$ cat config.mk
export PLATFORM = sky130hd
export DESIGN_NAME = phase_sequencer_flat
export DESIGN_NICKNAME = d
export VERILOG_FILES = /design/src/rtl/phase_sequencer_if.sv /design/src/rtl/phase_sequencer.sv /design/src/flat_wrapper.sv
export SDC_FILE = /design/constraint.sdc
export NUM_CORES = 1
export LEC_CHECK = 0
export ABC_AREA = 0
export ABC_CLOCK_PERIOD_IN_PS = 5270
export CAP_MARGIN = 20
export CORE_ASPECT_RATIO = 1.1
export CORE_MARGIN = 2
export CORE_UTILIZATION = 40
export DETAILED_ROUTE_END_ITERATION = 6
export GPL_TIMING_DRIVEN = 0
export HOLD_SLACK_MARGIN = 0.05
export PLACE_DENSITY = 0.66
export SLEW_MARGIN = 20
export SYNTH_ARGS = -nofsm -noshare
export SYNTH_HDL_FRONTEND = slang
export SYNTH_SLANG_ARGS = --single-unit
$ cat constraint.sdc
create_clock -name clk -period 5.27 [get_ports clk]
set_input_delay 1.3175 -clock clk [delete_from_list [all_inputs] [get_ports clk]]
set_output_delay 1.3175 -clock clk [all_outputs]
set_load 0.01 [all_outputs]
$ cat src/rtl/phase_sequencer_if.sv
// Signal bundle between the phase sequencer and its host datapath/controller.
// Carries the STEP line only when STEP_MODE_EN is defined.
interface phase_sequencer_if #(
    parameter int CNT_W = 16
);
    logic             start;
    logic             halt_cmd;
    logic             mem_access;
    logic             mem_ready;
`ifdef STEP_MODE_EN
    logic             step;
`endif
    logic [4:0]       phase;
    logic             ir_load;
    logic             pc_inc;
    logic             mem_en;
    logic             reg_we_en;
    logic             running;
    logic             halted;
    logic             err;
    logic [CNT_W-1:0] instr_cnt;

`ifdef STEP_MODE_EN
    modport master (
        output start, halt_cmd, mem_access, mem_ready, step,
        input  phase, ir_load, pc_inc, mem_en, reg_we_en, running, halted, err, instr_cnt
    );
    modport slave (
        input  start, halt_cmd, mem_access, mem_ready, step,
        output phase, ir_load, pc_inc, mem_en, reg_we_en, running, halted, err, instr_cnt
    );
`else
    modport master (
        output start, halt_cmd, mem_access, mem_ready,
        input  phase, ir_load, pc_inc, mem_en, reg_we_en, running, halted, err, instr_cnt
    );
    modport slave (
        input  start, halt_cmd, mem_access, mem_ready,
        output phase, ir_load, pc_inc, mem_en, reg_we_en, running, halted, err, instr_cnt
    );
`endif
endinterface

$ cat src/rtl/phase_sequencer.sv
// Five-phase instruction sequencer (IDLE, P1 fetch .. P5 writeback, HALT; PAUSE with STEP_MODE_EN).
// Moore outputs; P4 waits for data memory up to MEM_WAIT_MAX wait cycles, then halts with ERR.
module phase_sequencer #(
    parameter int CNT_W        = 16,
    parameter int MEM_WAIT_MAX = 8
) (
    input  logic              clk,
    input  logic              rst,
    phase_sequencer_if.slave  io_bus
);
    typedef enum logic [2:0] {
        S_IDLE  = 3'd0,
        S_P1    = 3'd1,
        S_P2    = 3'd2,
        S_P3    = 3'd3,
        S_P4    = 3'd4,
        S_P5    = 3'd5,
`ifdef STEP_MODE_EN
        S_HALT  = 3'd6,
        S_PAUSE = 3'd7
`else
        S_HALT  = 3'd6
`endif
    } state_t;

    localparam logic [7:0] WAIT_LIMIT = 8'(MEM_WAIT_MAX);

    state_t           r_state;
    state_t           w_next;
    logic             r_mem_flag;
    logic [7:0]       r_wait;
    logic             r_err;
    logic [CNT_W-1:0] r_instr_cnt;
    logic             w_timeout;

    // Ready in the last allowed wait cycle still completes the access.
    assign w_timeout = r_mem_flag && !io_bus.mem_ready && (r_wait == WAIT_LIMIT);

    always_ff @(posedge clk or posedge rst) begin
        if (rst) r_state <= S_IDLE;
        else     r_state <= w_next;
    end

    always_comb begin
        w_next = r_state;
        case (r_state)
            S_IDLE:  if (io_bus.start) w_next = S_P1;
            S_P1:    w_next = S_P2;
            S_P2:    w_next = io_bus.halt_cmd ? S_HALT : S_P3;
            S_P3:    w_next = S_P4;
            S_P4: begin
                if (!r_mem_flag || io_bus.mem_ready) w_next = S_P5;
                else if (w_timeout)                  w_next = S_HALT;
            end
`ifdef STEP_MODE_EN
            S_P5:    w_next = S_PAUSE;
            S_PAUSE: if (io_bus.step) w_next = S_P1;
`else
            S_P5:    w_next = S_P1;
`endif
            S_HALT:  if (io_bus.start) w_next = S_P1;
            default: w_next = S_IDLE;
        endcase
    end

    always_comb begin
        io_bus.phase     = 5'b00000;
        io_bus.ir_load   = 1'b0;
        io_bus.pc_inc    = 1'b0;
        io_bus.mem_en    = 1'b0;
        io_bus.reg_we_en = 1'b0;
        io_bus.running   = 1'b0;
        io_bus.halted    = 1'b0;
        case (r_state)
            S_P1: begin
                io_bus.phase   = 5'b00001;
                io_bus.ir_load = 1'b1;
                io_bus.pc_inc  = 1'b1;
                io_bus.running = 1'b1;
            end
            S_P2: begin
                io_bus.phase   = 5'b00010;
                io_bus.running = 1'b1;
            end
            S_P3: begin
                io_bus.phase   = 5'b00100;
                io_bus.running = 1'b1;
            end
            S_P4: begin
                io_bus.phase   = 5'b01000;
                io_bus.mem_en  = r_mem_flag;
                io_bus.running = 1'b1;
            end
            S_P5: begin
                io_bus.phase     = 5'b10000;
                io_bus.reg_we_en = 1'b1;
                io_bus.running   = 1'b1;
            end
`ifdef STEP_MODE_EN
            S_PAUSE: io_bus.running = 1'b1;
`endif
            S_HALT:  io_bus.halted = 1'b1;
            default: ;
        endcase
    end

    always_ff @(posedge clk or posedge rst) begin
        if (rst) begin
            r_mem_flag  <= 1'b0;
            r_wait      <= 8'd0;
            r_err       <= 1'b0;
            r_instr_cnt <= '0;
        end else begin
            if (r_state == S_P2) r_mem_flag <= io_bus.mem_access;

            if (r_state != S_P4)                        r_wait <= 8'd0;
            else if (r_mem_flag && !io_bus.mem_ready)   r_wait <= r_wait + 8'd1;

            if (r_state == S_P4 && w_timeout)            r_err <= 1'b1;
            else if (r_state == S_HALT && io_bus.start)  r_err <= 1'b0;

            if (r_state == S_P5 && r_instr_cnt != {CNT_W{1'b1}})
                r_instr_cnt <= r_instr_cnt + 1'b1;
        end
    end

    assign io_bus.err       = r_err;
    assign io_bus.instr_cnt = r_instr_cnt;

endmodule

$ cat src/flat_wrapper.sv
// flat-port wrapper written by rule: the top's interface ports become plain ports
module phase_sequencer_flat 
#(
    parameter int CNT_W        = 16,
    parameter int MEM_WAIT_MAX = 8
)
  (clk, rst, io_bus_start, io_bus_halt_cmd, io_bus_mem_access, io_bus_mem_ready, io_bus_phase, io_bus_ir_load, io_bus_pc_inc, io_bus_mem_en, io_bus_reg_we_en, io_bus_running, io_bus_halted, io_bus_err, io_bus_instr_cnt);
  phase_sequencer_if #(.CNT_W(CNT_W)) io_bus_i ();
  input  logic clk;
  input  logic rst;
  input wire logic [$bits(io_bus_i.start)-1:0] io_bus_start;
  input wire logic [$bits(io_bus_i.halt_cmd)-1:0] io_bus_halt_cmd;
  input wire logic [$bits(io_bus_i.mem_access)-1:0] io_bus_mem_access;
  input wire logic [$bits(io_bus_i.mem_ready)-1:0] io_bus_mem_ready;
  output wire logic [$bits(io_bus_i.phase)-1:0] io_bus_phase;
  output wire logic [$bits(io_bus_i.ir_load)-1:0] io_bus_ir_load;
  output wire logic [$bits(io_bus_i.pc_inc)-1:0] io_bus_pc_inc;
  output wire logic [$bits(io_bus_i.mem_en)-1:0] io_bus_mem_en;
  output wire logic [$bits(io_bus_i.reg_we_en)-1:0] io_bus_reg_we_en;
  output wire logic [$bits(io_bus_i.running)-1:0] io_bus_running;
  output wire logic [$bits(io_bus_i.halted)-1:0] io_bus_halted;
  output wire logic [$bits(io_bus_i.err)-1:0] io_bus_err;
  output wire logic [$bits(io_bus_i.instr_cnt)-1:0] io_bus_instr_cnt;
  assign io_bus_i.start = io_bus_start;
  assign io_bus_i.halt_cmd = io_bus_halt_cmd;
  assign io_bus_i.mem_access = io_bus_mem_access;
  assign io_bus_i.mem_ready = io_bus_mem_ready;
  assign io_bus_phase = io_bus_i.phase;
  assign io_bus_ir_load = io_bus_i.ir_load;
  assign io_bus_pc_inc = io_bus_i.pc_inc;
  assign io_bus_mem_en = io_bus_i.mem_en;
  assign io_bus_reg_we_en = io_bus_i.reg_we_en;
  assign io_bus_running = io_bus_i.running;
  assign io_bus_halted = io_bus_i.halted;
  assign io_bus_err = io_bus_i.err;
  assign io_bus_instr_cnt = io_bus_i.instr_cnt;
  phase_sequencer #(.CNT_W(CNT_W), .MEM_WAIT_MAX(MEM_WAIT_MAX)) u_core (.clk(clk), .rst(rst), .io_bus(io_bus_i));
endmodule
==> run_results.csv, run 1 <==
group,metric,value,unit
status,status,"finished, final reports clean",
sta,slew_headroom,59.7,%
cells_and_area,nets,210,
route,dr.pass1.iters,4,
synthesis,synthCells,161,
synthesis,ys_warn_count,0,
setup_path,crit_top_cell,"clkbuf_1",
synthesis,synth_mux_area_share,2.36,%
global_routing,grt_max_degree,30,
setup_path,worst_path_max_delay_cell,"clkdlybuf4s50_1",
synthesis,synth-main-ff-cell,"dfrtp_1",
synthesis,synth.net_count,170,
sta,setup_violations,0,
route,route.met3.wl,106,um
setup_path,crit_arrival,2310,ps
synthesis,syn_avg_cell_area,9.87,um2
route,dr.max_layer_used,"met4",
cts,cts_tree,"done",
route,ant_nets,0,
global_routing,antenna_found_initial,0,
synthesis,synth_simple_gate_area_share,28.1,%
cells_and_area,drive_above_1_share,10.9,%
sta,rsz0062_at_grt,"false",
cts,cts.hold.buffers_added,0,
synthesis,syn_area,0.00159,mm2
route,routed_wl,3170,um
pwr,cellPowerDensity,364,mW/mm2
synthesis,synth_top_family_by_area,"simple AND/OR/NAND/NOR gates",
job,max_cap_viol_count,0,
cells_and_area,layout_commonest_cell,"clkdlybuf4s50_1",
cells_and_area,syn_to_final_growth,29.9,%
setup_path,start_kind,"flip-flop",
synthesis,ys_async_sr_fraction,100,%
synthesis,synth_cell_types,42,
sta,period_needed,3620,ps
cts,cts.sinks,29,
synthesis,synth_seq_area_share,45.7,%
cts,cts.repair.resized,0,
die,start_util,41.0,%
die,die-area,0.00449,mm2
cts,clock-root-buffer,"clkbuf_8",
die,core,0.00387,mm2
die,ioPinCount,34,
global_routing,grt_overflow,0,
setup_path,required,3950,ps
route,first_iter_violations,72,
sta,period_share,68.7,%
route,met2_length,1600,um
route,route.detailed.drc,0,
cts,post_cts_buffers,0,
sta,layout_setup_ws,1650,ps
synthesis,synthAdderAreaFrac,2.36,%
hold_path,hp-class,"reg -> reg",
synthesis,synth-compound-area-share,7.87,%
placement,gp_congestion,0.844,
cts,htree_levels,2,
sta,max_clock_freq,0.276,GHz
placement,io_buffers,33,
sta,tightest_slew,604,ps
pwr,ir_drop,191,uV
sta,fin_setup_tns,0,ps
synthesis,synth-edff-count,0,
setup_path,worstPathMaxFanout,10,
setup_path,cpPeakStageDelay,550,ps
pwr,power_leakage,0.000902,uW
route,detail_route.wl_per_cell,12.5,um
cts,cts_made_buffers,5,
cells_and_area,fin_util,53.3,%
die,die_w,64.1,um
global_routing,grt_pass1_wl,5440,um
cells_and_area,final_cells,254,
placement,dp_cells,246,
cts,path_clk_slew,60,ps
placement,dp_hpwl,2400,um
cts,clk_path_buf_depth,2,
setup_path,critPathCaptureType,"output pin",
sta,hold_viol_final,0,
global_routing,grt_pass1_vias,1245,
cts,clk_latency,270,ps
route,vias_per_cell,5.09,
cells_and_area,final_cell_mix,"33 x clkdlybuf4s50_1, 29 x dfrtp_1, 12 x xor2_1",
cells_and_area,antenna_cells,0,
setup_path,path_class,"reg -> out",
route,vias,1294,
placement,post-place-ws,1930,ps
die,die_h,70.1,um
sta,clock_skew,2.73,ps
die,core.rowCount,24,
setup_path,cp_cell_sequence,"clkbuf_1 > or3b_2 > clkbuf_1 > nor2_1 > clkdlybuf4s50_1",
sta,drv_slew,0,
synthesis,synth_xor_area_share,8.82,%
global_routing,grtUsageTotal,15.2,%
synthesis,ys_ff_latch,29,
route,wl_met1,1400,um
-- layer usage --
layer | track usage [%] | vias up
met5 | 0 | -
met1 | 18.4 | 610
met4 | 4.96 | 0
li1 | - | 648
met3 | 3.54 | 7
met2 | 26.5 | 29
-- sequential cells by signal (all words and copies together) (netlist names) --
register / flops
u_core.r_mem_flag: 1
u_core.io_bus.err: 1
u_core.io_bus.instr_cnt: 16
u_core.r_state: 3
u_core.r_wait: 8
-- through the flow --
stage / total power (uW) / hold slack [ps] / area, um2
global placement: 579 / 506 / 1980
finish: 751 / 521 / 2060
CTS: 760 / 523 / 2060
global route: 803 / 539 / 2060
detailed placement: 588 / 514 / 1980
floorplan: 459 / 511 / 1590
-- power breakdown --
group	internal [uW]	total (uW)	switching, uW
logic	153	294	141
clock network	93.5	168	74.7
registers	253	288	34.9
total	500	751	251
-- Yosys cell counts (all sizes together) (4+ instances only) --
cell type,count,area [um2]
nor3,12,65.1
buf,4,27.5
xnor2,4,35.0
clkbuf,5,18.8
nor4,5,52.6
o21ai,4,20.0
nor2,12,47.6
and3,4,25.0
nand2,10,37.5
nand4,8,71.3
dfrtp,29,726
a21oi,5,25.0
nand3,8,40.0
xor2,12,105
inv,8,30.0
-- logic make-up after synthesis --
group | after synthesis
AOI/OAI and AO/OA | 19
adders and majority gates | 3
buffers and inverters | 17
muxes | 3
DFF | 29
and+or+nand+nor | 74
xor gates and xnor gates | 16
-- worst paths after layout --
kind / start / endpoint / slack (ps) / cells past startpoint
min: u_core.io_bus.instr_cnt[7] / u_core.io_bus.instr_cnt[7] / 520 / 1
max reg2reg: u_core.io_bus.instr_cnt[0] / u_core.io_bus.instr_cnt[1] / 3310 / 5
max: u_core.r_state[0] / io_bus_mem_en / 1650 / 5
min reg2reg: u_core.io_bus.instr_cnt[7] / u_core.io_bus.instr_cnt[7] / 520 / 1
max in group asynchronous: rst / u_core.r_mem_flag / 3430 / 2
min in group asynchronous: rst / u_core.io_bus.instr_cnt[5] / 1440 / 2
-- layout make-up --
class | instances | area (um2)
inverters | 8 | 30.0
well taps | 52 | 65.1
multi-input cells | 115 | 787
fillers | 352 | 1810
repair buffers | 33 | 330
clock buffers | 8 | 80.1
flip-flops and latches | 29 | 726
plain buffers | 9 | 46.3
-- worst max-delay path, delay by kind of cell (launching register included) --
family | cells | cell delay [ps]
AND/OR/NAND/NOR | 2 | 670
buffers and inverters | 3 | 990
flip-flops | 1 | 370
Power figures use the tool's default switching activity.
==> inputs of run 2 (changes only) <==
--- a/config.mk
+++ b/config.mk
@@ -6,7 +6,7 @@
 export NUM_CORES = 1
 export LEC_CHECK = 0
 export ABC_AREA = 0
-export ABC_CLOCK_PERIOD_IN_PS = 5270
+export ABC_CLOCK_PERIOD_IN_PS = 3430
 export CAP_MARGIN = 20
 export CORE_ASPECT_RATIO = 1.1
 export CORE_MARGIN = 2
==> constraint.sdc (replaced) <==
create_clock -name clk -period 3.43 [get_ports clk]
set_input_delay 0.8575 -clock clk [delete_from_list [all_inputs] [get_ports clk]]
set_output_delay 0.8575 -clock clk [all_outputs]
set_load 0.01 [all_outputs]
==> results of run 2 <==
The final DEF is identical to that of run 1. Status: finished, final reports clean.
Among the figures that moved: setup slack after placement 1930 ps -> 547 ps; setup slack after layout 1650 ps -> 267 ps; register-to-register setup slack 3310 ps -> 1470 ps; total power 751 uW -> 1150 uW; worst IR drop on VDD 191 uV -> 293 uV
==> RTL edit 1, RTL diff (settings of run 2) <==
`CNT_W` is set to 16 in 3 places; all go to 32.
--- a/src/rtl/phase_sequencer_if.sv
+++ b/src/rtl/phase_sequencer_if.sv
@@ -2,5 +2,5 @@
 // Carries the STEP line only when STEP_MODE_EN is defined.
 interface phase_sequencer_if #(
-    parameter int CNT_W = 16
+    parameter int CNT_W = 32
 );
     logic             start;
--- a/src/rtl/phase_sequencer.sv
+++ b/src/rtl/phase_sequencer.sv
@@ -2,5 +2,5 @@
 // Moore outputs; P4 waits for data memory up to MEM_WAIT_MAX wait cycles, then halts with ERR.
 module phase_sequencer #(
-    parameter int CNT_W        = 16,
+    parameter int CNT_W        = 32,
     parameter int MEM_WAIT_MAX = 8
 ) (
--- a/src/flat_wrapper.sv
+++ b/src/flat_wrapper.sv
@@ -2,5 +2,5 @@
 module phase_sequencer_flat 
 #(
-    parameter int CNT_W        = 16,
+    parameter int CNT_W        = 32,
     parameter int MEM_WAIT_MAX = 8
 )
Interface: changed (resized io_bus_instr_cnt); port bits go from 34 to 50. The function was not compared with the original's and may differ.
==> RTL edit 1 against run 2 <==
  * Design area increased by 44%
  * Hold slack got worse by 0.027 ns
  * Total power increased by 24%
  * Global-route usage increased by 0.72 points
  * Wire length increased by 52%
  * Synthesized area increased by 44%
  * Worst setup slack improved by 0.025 ns
  * Final cell count increased by 44%
  * Sequential cell count increased by 16
  * Critical path depth unchanged
  * Clock skew increased by 0.0067 ns
  * Largest cell class is now sequential cells
==> RTL edit 1: results (changes against run 2) <==
stage,metric,value,unit,change
critical_path,crit-path max FO,11,,+1
route,Initial DRC Count,115,,+60%
finish,Layout Nets,299,,+42%
timing,Hold Worst Slack,0.494,ns,-0.0273 ns
route,First-pass DRT Iterations,4,,unchanged
clock_network,clock latency at the later pin of the worst-skew pair,0.29,ns,+0.02 ns
finish,# fillers,538,,+53%
critical_path,RR Endpoint,u_core.io_bus.instr_cnt[21]$_DFFE_PP0P_,,
clock_network,H-tree depth,2,,unchanged
synth,Synth cell types,34,,-19%
synth,ys async rst share,100,%,unchanged
placement,DP Cell Count,359,,+46%
timing,Worst Tran Pin Value,0.935,ns,+0.330 ns
clock_network,Worst-path clk slew,0.08,ns,+0.02 ns
min_path,hold path start,u_core.io_bus.instr_cnt[6]$_DFFE_PP0P_,,
min_path,Worst Hold Class,register to register,,
finish,share of layout cells above drive strength 1,7.24,%,-3.6 points
power_and_ir_drop,P_leak,1.35,nW,+50%
grt,first-pass GRT wire length,8270,um,+52%
outcome,status,completed,,
route,Vias,1874,,+45%
placement,Setup WS pre-CTS,0.455,ns,-0.0916 ns
synth,synth warn,0,,unchanged
critical_path,R2R setup slack,0.93,ns,-0.54 ns
route,WL/cell,13.2,um,+5.8%
clock_network,CTS Buf Count,5,,unchanged
route,routed vias/inst,5.13,,+0.78%
grt,vias in the first global route,1773,,+42%
critical_path,Crit Reg-Reg Startpoint,u_core.io_bus.instr_cnt[16]$_DFFE_PP0P_,,
critical_path,"slowest stage delay, CP",0.55,ns,about the same
critical_path,"Slowest-stage cell, CP",clkdlybuf4s50_1,,
timing,Fin Clk Skew,0.00947,ns,+0.00674 ns
synth,"Seq/Total Area, Yosys",49.0,%,+3.4 points
synth,cell count after synthesis,234,,+45%
synth,Post-synth top cells,"dfrtp_1, nor2_1, xor2_1",,
critical_path,crit path DAT,2.28,ns,-0.03 ns
grt,pin count of the biggest net entering global routing,28,,-6.7%
min_path,hold path depth,1,,unchanged
clock_network,Post-CTS Repair Setup Buffers,0,,unchanged
clock_network,post-cts sizing count,0,,unchanged
finish,max FFs per register,32,,+16
power_and_ir_drop,worst IR drop on VDD,0.401,mV,+37%
finish,antenna cells,0,,unchanged
grt,initial antenna violation count,0,,unchanged
placement,# port buffers,49,,+48%
synth,largest cells by area after synthesis,"dfrtp_1, xor2_1, nor2_1, nand4_1, nor3_1",,
grt,Global Route Usage Sum,15.9,%,+0.72 points
placement,RePlAce Congestion,0.778,,-7.9%
synth,post-synth net total,243,,+43%
placement,post-DP HPWL,3580,um,+49%
critical_path,Reg2Reg Depth,5,,unchanged
min_path,WHS Endpoint,u_core.io_bus.instr_cnt[6]$_DFFE_PP0P_,,
==> RTL edit 1: cell types whose count changed after synthesis, moves of 3 or more <==
| cell | change |
|---|---|
| nor3_1 | +4 |
| and4_1 | +3 |
| inv_1 | +4 |
| xnor2_1 | +3 |
| nand4_1 | +8 |
| xor2_1 | +16 |
| dfrtp_1 | +16 |
| nor4_1 | +3 |
| nand2_1 | +8 |
| nor2_1 | +17 |
==> RTL edit 1: worst max path at each step <==
stage / endpoint / slack (ns) / startpoint / cells after the start
after detailed placement: io_bus_mem_en / 0.46 / u_core.r_state[2]$_DFFE_PP0P_ / 6
after global placement: io_bus_mem_en / 0.45 / u_core.r_state[2]$_DFFE_PP0P_ / 6
after CTS: io_bus_mem_en / 0.11 / u_core.r_state[2]$_DFFE_PP0P_ / 6
after floorplan: io_bus_mem_en / 1.12 / u_core.r_state[2]$_DFFE_PP0P_ / 5
after global routing: io_bus_mem_en / 0.15 / u_core.r_state[2]$_DFFE_PP0P_ / 5
final: io_bus_mem_en / 0.29 / u_core.r_state[2]$_DFFE_PP0P_ / 5
==> RTL edit 1: worst max-delay path, delay by kind of cell, from the launching register on <==
kind | cells | cell delay (ns)
and+or+nand+nor | 2 | 0.55
buffers and inverters | 3 | 0.92
DFF | 1 | 0.53
==> RTL edit 1: area by class of cell <==
class,instances,share of cell area [%]
Sequential cell,45,37.8
Multi-Input combinational cell,168,35.9
Timing Repair Buffer,50,17.1
Tap cell,75,3.15
Clock buffer,7,2.89
Buffer,8,1.64
Inverter,12,1.51
==> RTL edit 1: report_power, final <==
| part | switching (mW) | internal [mW] | total [mW] | leakage, nW |
|---|---|---|---|---|
| Clock | 0.169 | 0.160 | 0.330 | 0.0443 |
| Sequential | 0.0547 | 0.577 | 0.632 | 0.617 |
| Combinational | 0.229 | 0.237 | 0.467 | 0.691 |
==> RTL edit 1: cells by family (layout without fill, tap and decap cells) <==
kind of cell / count (synthesis) / count (layout) / share of synthesized area, %
fa+ha+maj: 3 / 3 / 1.64
xor+xnor: 35 / 35 / 13.4
mux: 4 / 4 / 1.91
simple gates: 109 / 109 / 24.4
compound gates: 17 / 17 / 5.40
buf+inv: 21 / 77 / 4.25
flops: 45 / 45 / 49.0
==> RTL edit 1: metrics by stage <==
step	instance area, sq um	util, %
after floorplan	2300	-
after global placement	2880	52.7
after detailed placement	2900	53.1
after CTS	2990	54.6
after global routing	2980	54.6
final	2980	54.6
==> RTL edit 1: per-layer routing <==
metal / routed length (um) / global-route usage [%] / vias to the layer above
met1: 2290 / 20.0 / 905
met5: 0 / 0 / -
met2: 2280 / 26.3 / 43
li1: - / - / 924
met3: 213 / 4.22 / 2
met4: 34 / 6.12 / 0
==> RTL edit 2, RTL diff (flow settings as in run 2) <==
Made on the original files. Encoding of `state_t`: now one-hot (7 bits for 7 states).
--- a/src/rtl/phase_sequencer.sv
+++ b/src/rtl/phase_sequencer.sv
@@ -9,16 +9,16 @@
     phase_sequencer_if.slave  io_bus
 );
-    typedef enum logic [2:0] {
-        S_IDLE  = 3'd0,
-        S_P1    = 3'd1,
-        S_P2    = 3'd2,
-        S_P3    = 3'd3,
-        S_P4    = 3'd4,
-        S_P5    = 3'd5,
+    typedef enum logic [6:0] {
+        S_IDLE  = 7'b0000001,
+        S_P1    = 7'b0000010,
+        S_P2    = 7'b0000100,
+        S_P3    = 7'b0001000,
+        S_P4    = 7'b0010000,
+        S_P5    = 7'b0100000,
 `ifdef STEP_MODE_EN
         S_HALT  = 3'd6,
         S_PAUSE = 3'd7
 `else
-        S_HALT  = 3'd6
+        S_HALT  = 7'b1000000
 `endif
     } state_t;
Formal check against the unedited RTL: same outputs for any inputs over 10 cycles, from zero or initial values and one cycle with rst high; not proved beyond that.
==> RTL edit 2 against run 2 <==
  * Design area rose by 8.6%
  * Hold slack got worse by 0.028 ns
  * Sequential cell count rose by 4
  * First-iteration DRC count fell by 32%
  * Die area rose by 9.8%
  * Wire length rose by 12%
  * Synthesized area rose by 10%
  * Worst setup slack improved by 0.062 ns
Power is not compared: it rests on default switching activity, and its combinational part moved more than twofold at a synthesized area within 25%.
==> RTL edit 2: results (changes against run 2) <==
stage,metric,value,unit,change
placement,# port buffers,33,,unchanged
synth,post-synth net total,181,,+6.5%
grt,first-pass GRT wire length,6080,um,+12%
finish,Layout Nets,221,,+5.2%
finish,share of layout cells above drive strength 1,11.3,%,+0.38 points
route,First-pass DRT Iterations,4,,unchanged
route,Initial DRC Count,49,,-32%
critical_path,crit path DAT,2.24,ns,-0.07 ns
placement,post-DP HPWL,2550,um,+6.1%
synth,ys async rst share,100,%,unchanged
synth,largest cells by area after synthesis,"dfrtp_1, xor2_1, nor2_1, nor4_1, nor3_1",,
synth,"Seq/Total Area, Yosys",47.1,%,+1.5 points
route,final WL,3550,um,+12%
grt,Global Route Usage Sum,16.3,%,+1.0 points
placement,DP Cell Count,259,,+5.3%
synth,Post-synth top cells,"dfrtp_1, xor2_1, nor2_1",,
clock_network,maximum clock path buffer count,2,,unchanged
critical_path,crit-path max FO,8,,-2
critical_path,Crit. Startpoint,u_core.r_state[6]$_DFFE_PP0P_,,
placement,area post-placement,0.00215,sq mm,+8.4%
synth,syn avg cell area,10.2,sq um,+3.3%
timing,Fin Clk Skew,0.00897,ns,+0.00624 ns
placement,RePlAce Congestion,0.807,,-4.5%
outcome,status,completed,,
grt,pin count of the biggest net entering global routing,34,,+13%
grt,vias in the first global route,1300,,+4.4%
synth,Synth cell types,43,,+2.4%
critical_path,"slowest stage delay, CP",0.62,ns,+0.07 ns
[RTL edit 2: path summary, 6_finish.rpt]
check	to	slack, ns	cells after the start
min	u_core.io_bus.err$_DFFE_PP0P_	0.49	1
max in group asynchronous	u_core.io_bus.instr_cnt[9]$_DFFE_PP0P_	1.99	2
max	io_bus_phase[2]	0.33	4
min in group asynchronous	u_core.io_bus.instr_cnt[2]$_DFFE_PP0P_	1.00	2
min reg2reg	u_core.io_bus.err$_DFFE_PP0P_	0.49	1
max reg2reg	u_core.io_bus.instr_cnt[1]$_DFFE_PP0P_	1.48	5
[RTL edit 2: kinds of logic after synthesis]
kind of cell | count (synthesis) | synth area share, %
AOI/OAI and AO/OA | 13 | 4.71
xor gates and xnor gates | 23 | 11.5
adders and majority gates | 3 | 2.14
buffers and inverters | 12 | 2.85
DFF | 33 | 47.1
muxes | 2 | 1.50
and+or+nand+nor | 86 | 30.2
[RTL edit 2: worst reg2reg max path: stages (launching register included)]
cell	delay (ns)
dfrtp_1	0.44
ha_1	0.26
nand4_1	0.18
nor4_4	0.53
nor2_2	0.10
mux2_4	0.31
[RTL edit 2: report_power, final]
part / internal, mW / leakage [nW] / switching (mW) / total [mW]
sequential: 0.413 / 0.455 / 0.0372 / 0.451
combinational: 0.0838 / 0.529 / 0.0866 / 0.170
clock: 0.164 / 0.0455 / 0.134 / 0.297
[RTL edit 2: layout make-up]
| cell class | count | area (sq um) |
|---|---|---|
| Fill cell | 425 | 2010 |
| Multi-Input combinational cell | 127 | 877 |
| Sequential cell | 33 | 827 |
| Timing Repair Buffer | 33 | 330 |
| Clock buffer | 8 | 90.1 |
| Tap cell | 54 | 67.6 |
| Inverter | 7 | 26.3 |
| Buffer | 5 | 23.8 |
[RTL edit 2: stage by stage]
stage	hold slack (ns)	util, %
after floorplan	0.487	-
after global placement	0.483	50.6
after detailed placement	0.485	50.6
after CTS	0.500	52.7
after global routing	0.522	52.7
final	0.493	52.7
[RTL edit 2: metal layers]
metal | up-vias | track usage, % | part of all wire [%]
met1 | 695 | 22.1 | 47
met4 | 0 | 6.80 | 1.6
met2 | 28 | 25.1 | 47
met3 | 5 | 3.52 | 4.2
li1 | 686 | - | -
met5 | - | 0 | 0
